## src/rtl/credit_bp_rx_pkg.sv

```systemverilog
// rtl/credit_bp_rx_pkg.sv - shared link defaults and flit layout for the credit tx/rx pair
package credit_bp_rx_pkg;

    localparam int DEFAULT_VC_W          = 2;
    localparam int DEFAULT_D_W           = 8;
    localparam int DEFAULT_A_W           = 4;
    localparam int DEFAULT_VC_FIFO_DEPTH = 4;
    localparam int DEFAULT_FLIT_W        = DEFAULT_A_W + DEFAULT_D_W + 1;

    // Same packing as the transmitter's i_d so both link ends are bit-compatible
    typedef struct packed {
        logic                   last;
        logic [DEFAULT_A_W-1:0] addr;
        logic [DEFAULT_D_W-1:0] data;
    } flit_t;

endpackage

```

## src/rtl/noc_if.sv

```systemverilog
// rtl/noc_if.sv - credit link between credit_bp_tx and credit_bp_rx
interface noc_if
    import credit_bp_rx_pkg::*;
#(
    parameter int VC_W = DEFAULT_VC_W,
    parameter int D_W  = DEFAULT_D_W,
    parameter int A_W  = DEFAULT_A_W
) ();

    typedef struct packed {
        logic [A_W-1:0] addr;
    } routeinfo_t;

    typedef struct packed {
        logic [D_W-1:0] data;
        logic           last;
    } payload_t;

    typedef struct packed {
        routeinfo_t routeinfo;
        payload_t   payload;
    } packet_t;

    logic [VC_W-1:0] vc_target;
    packet_t         packet;
    logic [VC_W-1:0] vc_credit_gnt;

    modport sender   (output vc_target, output packet, input  vc_credit_gnt);
    modport receiver (input  vc_target, input  packet, output vc_credit_gnt);

endinterface

```

## src/rtl/credit_bp_rx_fifo.sv

```systemverilog
// rtl/credit_bp_rx_fifo.sv - single-VC show-ahead FIFO holding DEPTH-1 flits
module credit_bp_rx_fifo #(
    parameter int DEPTH = 4,
    parameter int W     = 13
) (
    input  logic         clk,
    input  logic         rst,
    input  logic         i_wr,
    input  logic [W-1:0] i_wdata,
    input  logic         i_rd,
    output logic [W-1:0] o_rdata,
    output logic         o_full,
    output logic         o_empty
);

    localparam int PTR_W = $clog2(DEPTH - 1);
    localparam int CNT_W = $clog2(DEPTH);
    localparam logic [PTR_W-1:0] PTR_LAST = PTR_W'(DEPTH - 2);
    localparam logic [CNT_W-1:0] CNT_MAX  = CNT_W'(DEPTH - 1);

    logic [W-1:0]     r_mem [DEPTH-1];
    logic [PTR_W-1:0] r_wr_ptr;
    logic [PTR_W-1:0] r_rd_ptr;
    logic [CNT_W-1:0] r_count;
    logic             w_wr_ok;
    logic             w_rd;

    assign o_full  = (r_count == CNT_MAX);
    assign o_empty = (r_count == '0);
    assign o_rdata = r_mem[r_rd_ptr];

    // A full FIFO may still accept a write in the cycle its head leaves
    assign w_wr_ok = i_wr & (~o_full | i_rd);
    assign w_rd    = i_rd & ~o_empty;

    always_ff @(posedge clk) begin
        if (w_wr_ok) begin
            r_mem[r_wr_ptr] <= i_wdata;
        end
    end

    always_ff @(posedge clk) begin
        if (rst) begin
            r_wr_ptr <= '0;
            r_rd_ptr <= '0;
            r_count  <= '0;
        end else begin
            if (w_wr_ok) begin
                r_wr_ptr <= (r_wr_ptr == PTR_LAST) ? '0 : r_wr_ptr + 1'b1;
            end
            if (w_rd) begin
                r_rd_ptr <= (r_rd_ptr == PTR_LAST) ? '0 : r_rd_ptr + 1'b1;
            end
            case ({w_wr_ok, w_rd})
                2'b10:   r_count <= r_count + 1'b1;
                2'b01:   r_count <= r_count - 1'b1;
                default: r_count <= r_count;
            endcase
        end
    end

`ifdef SIMULATION
    always_ff @(posedge clk) begin
        if (!rst) begin
            assert (r_count <= CNT_MAX) else $error("credit_bp_rx_fifo: count above DEPTH-1");
        end
    end
`endif

endmodule

```

## src/rtl/credit_bp_rx.sv

```systemverilog
// rtl/credit_bp_rx.sv - credit link receiver: per-VC FIFOs, DVR outputs, registered credit return
// Optional zero-latency empty-FIFO bypass under CREDIT_BP_RX_BYPASS_EN.
module credit_bp_rx
    import credit_bp_rx_pkg::*;
#(
    parameter int VC_W  = DEFAULT_VC_W,
    parameter int D_W   = DEFAULT_D_W,
    parameter int A_W   = DEFAULT_A_W,
    parameter int DEPTH = DEFAULT_VC_FIFO_DEPTH
) (
    input  logic                          clk,
    input  logic                          rst,
    noc_if.receiver                       from_tx,
    output logic [VC_W-1:0]               o_v,
    output logic [VC_W*(A_W+D_W+1)-1:0]   o_d,
    input  logic [VC_W-1:0]               i_b
);

    localparam int FW = A_W + D_W + 1;

    logic [FW-1:0]   w_pkt;
    logic [VC_W-1:0] w_deq;
    logic [VC_W-1:0] r_gnt;

    assign w_pkt = {from_tx.packet.payload.last, from_tx.packet.routeinfo.addr,
                    from_tx.packet.payload.data};
    assign from_tx.vc_credit_gnt = r_gnt;

    genvar ii;
    generate
        for (ii = 0; ii < VC_W; ii++) begin : g_vc
            logic          w_empty;
            logic          w_full;
            logic          w_rd;
            logic          w_wr;
            logic          w_byp;
            logic [FW-1:0] w_head;

`ifdef CREDIT_BP_RX_BYPASS_EN
            assign w_byp = w_empty & from_tx.vc_target[ii];
            assign o_d[ii*FW +: FW] = w_empty ? w_pkt : w_head;
`else
            assign w_byp = 1'b0;
            assign o_d[ii*FW +: FW] = w_head;
`endif
            assign o_v[ii]   = ~w_empty | w_byp;
            assign w_deq[ii] = o_v[ii] & ~i_b[ii];
            assign w_rd      = w_deq[ii] & ~w_empty;
            // A bypassed flit that is taken immediately never touches storage
            assign w_wr      = from_tx.vc_target[ii] & ~(w_byp & ~i_b[ii]) & (~w_full | w_rd);

            credit_bp_rx_fifo #(
                .DEPTH (DEPTH),
                .W     (FW)
            ) u_fifo (
                .clk     (clk),
                .rst     (rst),
                .i_wr    (w_wr),
                .i_wdata (w_pkt),
                .i_rd    (w_rd),
                .o_rdata (w_head),
                .o_full  (w_full),
                .o_empty (w_empty)
            );

`ifdef SIMULATION
            logic          r_hold;
            logic [FW-1:0] r_hold_d;

            always_ff @(posedge clk) begin
                if (!rst) begin
                    assert (!(from_tx.vc_target[ii] && w_full && !w_rd))
                        else $error("credit_bp_rx: overflow on VC %0d", ii);
                end
                if (r_hold) begin
                    assert (o_d[ii*FW +: FW] == r_hold_d)
                        else $error("credit_bp_rx: o_d changed under backpressure on VC %0d", ii);
                end
                r_hold   <= ~rst & o_v[ii] & i_b[ii];
                r_hold_d <= o_d[ii*FW +: FW];
            end
`endif
        end
    endgenerate

    always_ff @(posedge clk) begin
        if (rst) begin
            r_gnt <= '0;
        end else begin
            r_gnt <= w_deq;
        end
    end

`ifdef SIMULATION
    always_ff @(posedge clk) begin
        if (!rst) begin
            assert ($onehot0(from_tx.vc_target)) else $error("credit_bp_rx: vc_target not onehot0");
            assert (!$isunknown(o_v)) else $error("credit_bp_rx: o_v unknown");
            assert (!$isunknown(r_gnt)) else $error("credit_bp_rx: vc_credit_gnt unknown");
        end
    end
`endif

endmodule

```

## src/flat_wrapper.sv

```systemverilog
// flat-port wrapper written by rule: the top's interface ports become plain ports
module credit_bp_rx_flat import credit_bp_rx_pkg::*;
#(
    parameter int VC_W  = DEFAULT_VC_W,
    parameter int D_W   = DEFAULT_D_W,
    parameter int A_W   = DEFAULT_A_W,
    parameter int DEPTH = DEFAULT_VC_FIFO_DEPTH
)
  (clk, rst, o_v, o_d, i_b, from_tx_vc_target, from_tx_packet, from_tx_vc_credit_gnt);
  noc_if #(.VC_W(VC_W), .D_W(D_W), .A_W(A_W)) from_tx_i ();
  input  logic clk;
  input  logic rst;
  output logic [VC_W-1:0] o_v;
  output logic [VC_W*(A_W+D_W+1)-1:0] o_d;
  input  logic [VC_W-1:0] i_b;
  input wire logic [$bits(from_tx_i.vc_target)-1:0] from_tx_vc_target;
  input wire logic [$bits(from_tx_i.packet)-1:0] from_tx_packet;
  output wire logic [$bits(from_tx_i.vc_credit_gnt)-1:0] from_tx_vc_credit_gnt;
  assign from_tx_i.vc_target = from_tx_vc_target;
  assign from_tx_i.packet = from_tx_packet;
  assign from_tx_vc_credit_gnt = from_tx_i.vc_credit_gnt;
  credit_bp_rx #(.VC_W(VC_W), .D_W(D_W), .A_W(A_W), .DEPTH(DEPTH)) u_core (.clk(clk), .rst(rst), .from_tx(from_tx_i), .o_v(o_v), .o_d(o_d), .i_b(i_b));
endmodule
```

## config.mk

```make
export PLATFORM = sky130hd
export DESIGN_NAME = credit_bp_rx_flat
export DESIGN_NICKNAME = d
export VERILOG_FILES = /design/src/rtl/credit_bp_rx_pkg.sv /design/src/rtl/noc_if.sv /design/src/rtl/credit_bp_rx_fifo.sv /design/src/rtl/credit_bp_rx.sv /design/src/flat_wrapper.sv
export SDC_FILE = /design/constraint.sdc
export NUM_CORES = 1
export LEC_CHECK = 0
export ABC_CLOCK_PERIOD_IN_PS = 2600
export BUFFER_PORTS_ARGS = -buffer_cell sky130_fd_sc_hd__clkbuf_2
export CAP_MARGIN = 30
export CORE_MARGIN = 2
export CORE_UTILIZATION = 50
export DETAILED_ROUTE_END_ITERATION = 12
export PLACE_DENSITY_LB_ADDON = 0.08
export SLEW_MARGIN = 20
export SYNTH_ARGS = -nofsm -noshare
export SYNTH_HDL_FRONTEND = slang
export SYNTH_HIERARCHICAL = 1
export SYNTH_SLANG_ARGS = --single-unit
```

## constraint.sdc

```tcl
create_clock -name clk -period 2.6 [get_ports clk]
set_clock_uncertainty 0.1 [all_clocks]
set_input_delay 0.39 -clock clk [delete_from_list [all_inputs] [get_ports clk]]
set_output_delay 0.39 -clock clk [all_outputs]
set_load 0.05 [all_outputs]
```

Word-level counts from Yosys, hierarchy flattened
Memory sizes are Yosys's and may differ from the RTL's. A register that Yosys moved wholly into a read port is not among the register bits.
Index checks and enable logic that the tools add are counted.
Widths: inputs -> output; s select.
{ "word_totals": {"output_inout_bits": 30, "mem_count": 2, "input_bits": 19, "ram_bits": 78, "reg_bits": 14} }
{ "memory_table": {"columns": ["name", "depth", "width", "read_ports", "rd_ports_with_merged_regs", "write_ports", "line_no", "rtl"], "rows": [
  ["u_core.g_vc[0].u_fifo.r_mem", 3, 13, 1, 1, 1, "credit_bp_rx_fifo.sv:21", "logic [W-1:0] r_mem [DEPTH-1];"],
  ["u_core.g_vc[1].u_fifo.r_mem", 3, 13, 1, 1, 1, "credit_bp_rx_fifo.sv:21", null]
]} }
{ "op_classes": {"reduce_logical": 4, "n_eq_ne": 10, "muxes": 14, "bitwise": 18, "add_sub_neg": 8} }
{ "op_table": {"columns": ["op", "n"], "rows": [
  ["$eq 2x2->1 const B", 8],
  ["$mux 2", 8],
  ["$add 2x1->2 const B", 6],
  ["$and 1x1->1", 10],
  ["$pmux 2 s2", 2],
  ["$not 1->1", 6],
  ["$eq 2x1->1 const B", 2],
  ["$logic_not 2->1", 2],
  ["$mux 1", 4],
  ["$reduce_bool 2->1", 2],
  ["$sub 2x1->2 const B", 2],
  ["$or 1x1->1", 2]
]} }

Logic depth before layout (Yosys ltp)
{ "logic_depth": {"ltp_word": 9, "depth_mapped": 9, "depth_no_buf": 9} }

By module
Netlist, hierarchy kept.
{ "by_module_without_submodules": {"columns": ["module", "area_each_um2", "cells_each", "n_inst", "seq_area_each_um2"], "rows": [
  ["credit_bp_rx_fifo", 1784.2, 118, 2, 1331.3],
  ["credit_bp_rx", 87.6, 12, 1, 40.0]
]} }

Least setup slack after synthesis
No wires, ideal clock.
{ "synth_path": {"path_kind": "register to register", "start": "register u_core.g_vc[0].u_fifo.r_count[0]", "end": "memory u_core.g_vc[0].u_fifo.r_mem[1][0], enable pin", "stages_incl_launch_ff": 6, "arrival_time_ns": 1.913, "path_buffers": 0, "setup_ns": 0.402, "required_ns": 2.098, "setup_slack_ns": 0.185, "cell_sequence": "dfxtp_1 -> nor2_1 -> o21ai_1 -> and2_1 -> o21ai_4 -> nor3b_1"} }
{ "synth_between": {"elab_chain_len": 9} }
{ "synth_rtl": {"columns": ["element", "line_no", "rtl"], "rows": [
  ["start: declaration", "credit_bp_rx_fifo.sv:24", "logic [CNT_W-1:0] r_count;"],
  ["start signal: assignment", "credit_bp_rx_fifo.sv:55", "2'b10: r_count <= r_count + 1'b1;"],
  ["start signal: assignment", "credit_bp_rx_fifo.sv:56", "2'b01: r_count <= r_count - 1'b1;"],
  ["start signal: assignment", "credit_bp_rx_fifo.sv:57", "default: r_count <= r_count;"],
  ["$logic_not 2->1 (*)", "credit_bp_rx_fifo.sv:29", "assign o_empty = (r_count == '0);"],
  ["via u_core.g_vc[0].w_empty", "credit_bp_rx.sv:32", "logic w_empty;"],
  ["$not 1->1 (*)", "credit_bp_rx.sv:46, credit_bp_rx.sv:48", null],
  ["$and 1x1->1", "credit_bp_rx.sv:47", "assign w_deq[ii] = o_v[ii] & ~i_b[ii];"],
  ["$and 1x1->1 (*)", "credit_bp_rx.sv:48", "assign w_rd = w_deq[ii] & ~w_empty;"],
  ["$or 1x1->1 (*)", "credit_bp_rx.sv:50", "assign w_wr = from_tx.vc_target[ii] & ~(w_byp & ~i_b[ii]) & (~w_full | w_rd);"],
  ["$and 1x1->1 (*)", "credit_bp_rx.sv:50", null],
  ["via u_core.g_vc[0].w_wr", "credit_bp_rx.sv:35", "logic w_wr;"],
  ["$and 1x1->1 (*)", "credit_bp_rx_fifo.sv:33", "assign w_wr_ok = i_wr & (~o_full | i_rd);"],
  ["$mux 1 (*)", "credit_bp_rx_fifo.sv:37", "if (w_wr_ok) begin"],
  ["$mux 1 (implied by the code) (*)", "credit_bp_rx_fifo.sv:38", "r_mem[r_wr_ptr] <= i_wdata;"],
  ["end: declaration", "credit_bp_rx_fifo.sv:21", null]
]} }
Mark *: on every way through the listed nets, which the timed path passes. The rest lies on a longest branch.

==> run summary <==
Ranked by total cell area, the synthesized netlist is headed by sky130_fd_sc_hd__edfxtp_1 (64%), sky130_fd_sc_hd__dfxtp_1 (9.9%), sky130_fd_sc_hd__mux2i_1 (8.2%). The worst-skew pair later-pin latency is 0.34 ns. Among all cell types in the netlist, the one instantiated most often is sky130_fd_sc_hd__edfxtp_1. Based on the critical path, the design can be clocked at up to 425 MHz.

The pre-antenna-repair detailed-routing pass consisted of 4 iterations. The wire length of the first global-routing pass came out at 9790 um. The antenna diode count is 0.

The total number of vias is 2064. The transition time at the pin with the least slew margin came out at 0.820 ns. The required time of the worst setup path came out at 2.11 ns. The post-cts gate resize count is 0.

The final net count is 330. The library cell used as clock root buffer is sky130_fd_sc_hd__clkbuf_8. For this run, the number of Yosys warnings is 6. From bottom edge to top edge, the die measures 89.5 um. The number of sinks driven by the clock tree is 96.

In this run, synthesis inferred 78 flip-flops with an integrated enable. For this design the static power due to leakage is 0.00153 uW. Relative to the synthesized area, the layout overhead comes to 17.3%.

The post-synthesis async set-or-reset flop share came out at 0%. The post-route minimum period came out at 2.35 ns. The startpoint of the worst register-to-register path is u_core/g_vc[1].u_fifo/r_count[0]. The clock input transition at the sequential cells of the worst setup and hold paths is 0.09 ns. The synthesized netlist contains 24 unique library cells. After detailed routing, the number of vias per cell comes to 5.00. At the worst endpoint, the arrival time is 1.86 ns. The min-delay analysis places its worst path in the category input port to register. The die covers 8010 um^2.

The total global-route track usage came out at 17.3%. The detail-routed net length per standard cell came out at 15.6 um. TritonCTS built the clock tree.

For this run, the leading register cell type out of synthesis is sky130_fd_sc_hd__edfxtp_1. Setup repair after global routing left no endpoint under its margin. In the synthesized netlist, the cells that appear most often are sky130_fd_sc_hd__edfxtp_1 (78), sky130_fd_sc_hd__mux2i_1 (30), sky130_fd_sc_hd__nand2_1 (30), sky130_fd_sc_hd__o21ai_0 (28), sky130_fd_sc_hd__dfxtp_1 (18). The post-route setup TNS came out at 0 ns. At the end of the flow the core is filled with cells to 59.8%.

The area of the core came out at 7180 um^2. The worst IR drop on VDD came out at 504 uV. After synthesis, flip-flops and latches occupy 73.9% of the total area.

The count of nets left with antenna violations after detail routing is 0. The mean instance size in the synthesized netlist is 14.7 um^2. The die is 89.5 um wide. The number of input and output port buffers inserted came out at 48. The post-route clock period utilization came out at 90.6%. The number of cell instances on the worst register-to-register path came out at 7.

STA classifies the critical path endpoint as a primary output. The DRC violations left is 0. The number of cells produced by synthesis came out at 248. The total congestion overflow after global routing is 0. The area of the mapped netlist came out at 3660 um^2. The flop and latch count out of synthesis came out at 96. The initial antenna violation count is 0.

The cell depth of the worst min-delay path is 2. The final number of max-transition violations is 0. The deepest level of the CTS H-tree came out at 3. The tool flagged a number of max-cap violations equal to 0.

The share of post-route cells with drive strength above 1 is 26.8%. The total area of multi-input combinational cells is 921 um^2. The number of setup buffers added after CTS is 0. The run finished with clean final reports. The via count of the first global-routing pass is 1961. The last weighted congestion value of the routability-driven placer came out at 0.730. The ratio of total power to cell area came out at 863 nW/um^2. The critical path startpoint category is a register. In this run the tightest slew margin relative to its limit is 45.2%. The total clock buffers created by CTS is 9.

Counting the fill cells in the layout gives 578. Along the worst path, the maximum fanout reaches 26. The number of hold buffers added after CTS was 0.

The number of hold violations in the final report came out at 0. The area used by sequential logic in the layout is 2700 um^2. The largest total area in the synthesized netlist belongs to sky130_fd_sc_hd__edfxtp_1. For this configuration, the core starts out at a cell density of 51.0%. Setup violations remaining at the end of the flow were counted as 0.

The initial DRC count is 79. Entering global routing, the biggest net connects 27 pins. In this run the most critical hold path is launched from i_b[0]. In this run the biggest area consumer among cell types represents 64.1% of the synthesized area. The final HPWL from detailed placement is 4420 um. The final wirelength is 6430 um. The clock tree buffer depth is 2. The synthesized net count came out at 269. The number of rows in the core area came out at 31. The category of the most critical setup path is register to primary output.

The number of I/O pins came out at 49.
## flip-flops by register name, summed over array words and instances (netlist names), named ones only
| register | cells |
|---|---|
| u_core/from_tx.vc_credit_gnt | 2 |
| u_core/g_vc.u_fifo/r_count | 4 |
| u_core/g_vc.u_fifo/r_mem | 78 |
| u_core/g_vc.u_fifo/r_rd_ptr | 4 |
| u_core/g_vc.u_fifo/r_wr_ptr | 4 |
## power by group
group | internal, uW | switching, uW | leakage [uW] | total, uW
sequential | 1820 | 79.9 | 0.000867 | 1900
combinational | 233 | 614 | 0.000560 | 846
clock | 468 | 490 | 0.000100 | 958
total | 2520 | 1180 | 0.00153 | 3700
## critical path: stages, from the launching register on
cell and delay (ns):
sky130_fd_sc_hd__dfxtp_1 0.86, sky130_fd_sc_hd__o21ai_0 0.34, sky130_fd_sc_hd__clkbuf_2 0.31
## final timing paths
kind                                        to  slack, ns
max                                    o_d[22]       0.25
min            u_core/from_tx.vc_credit_gnt[0]       0.13
max reg2reg   u_core/g_vc[1].u_fifo/r_count[1]       0.60
min reg2reg  u_core/g_vc[0].u_fifo/r_rd_ptr[0]       0.40
## metrics by stage
step | std cells | cell area, um^2 | worst slack, ns | hold slack (ns) | total power (uW)
2_1_floorplan | 248 | 3660 | 0.185 | 0.343 | 2550
3_3_place_gp | 397 | 4090 | 0.635 | 0.370 | 2780
3_5_place_dp | 397 | 4090 | 0.587 | 0.379 | 2790
4_1_cts | 413 | 4290 | 0.187 | 0.114 | 3750
5_1_grt | 413 | 4290 | 0.0965 | 0.119 | 3870
6_report | 413 | 4290 | 0.245 | 0.131 | 3700
## placed cells by master, fill, tap and decap left out
cell                         netlist  final
sky130_fd_sc_hd__a21oi_1           4      4
sky130_fd_sc_hd__and2_1            2      2
sky130_fd_sc_hd__buf_4             2     10
sky130_fd_sc_hd__clkbuf_1          4      2
sky130_fd_sc_hd__clkbuf_16         0      2
sky130_fd_sc_hd__clkbuf_2          0     48
sky130_fd_sc_hd__clkbuf_8          0      9
sky130_fd_sc_hd__clkinv_2          0      1
sky130_fd_sc_hd__clkinvlp_4        0      1
sky130_fd_sc_hd__dfxtp_1          18     18
sky130_fd_sc_hd__edfxtp_1         78     78
sky130_fd_sc_hd__ha_1              2      2
sky130_fd_sc_hd__inv_1             6      6
sky130_fd_sc_hd__inv_6             0      1
sky130_fd_sc_hd__mux2_2            2      2
sky130_fd_sc_hd__mux2i_1          30     30
sky130_fd_sc_hd__nand2_1          30     30
sky130_fd_sc_hd__nand2b_1          2      2
sky130_fd_sc_hd__nor2_1            8      8
sky130_fd_sc_hd__nor2b_1           4      4
sky130_fd_sc_hd__nor3_1            6      4
sky130_fd_sc_hd__nor3_2            0      2
sky130_fd_sc_hd__nor3b_2           0      4
sky130_fd_sc_hd__o21ai_0          28     28
sky130_fd_sc_hd__o21ai_1           4      4
sky130_fd_sc_hd__o21ai_4           2      2
sky130_fd_sc_hd__or3_1             4      4
sky130_fd_sc_hd__or3b_2            2      2
sky130_fd_sc_hd__xnor2_1           2      2
sky130_fd_sc_hd__xor2_1            2      2
## metal layers
metal / track usage (%) / routed length, um
met1: 20.4 / 2760
met2: 29.8 / 3340
met3: 4.34 / 222
met4: 7.87 / 104
met5: 0 / 0
## area by class of cell
| class | count | area share [%] |
|---|---|---|
| sequential | 96 | 63.0 |
| multi-input combinational | 138 | 21.5 |
| timing repair buffer | 58 | 7.35 |
| clock buffer | 13 | 4.23 |
| tap | 99 | 2.89 |
| inverter | 6 | 0.525 |
| clock inverter | 3 | 0.496 |
## logic make-up after synthesis
logic type | after synthesis | synth area share, %
DFF | 96 | 73.9
and+or+nand+nor | 62 | 8.08
AOI/OAI and AO/OA | 38 | 5.82
muxes | 32 | 8.83
buffers and inverters | 14 | 1.71
xor gates and xnor gates | 4 | 0.958
adders and majority gates | 2 | 0.684
Power figures use the tool's default switching activity.
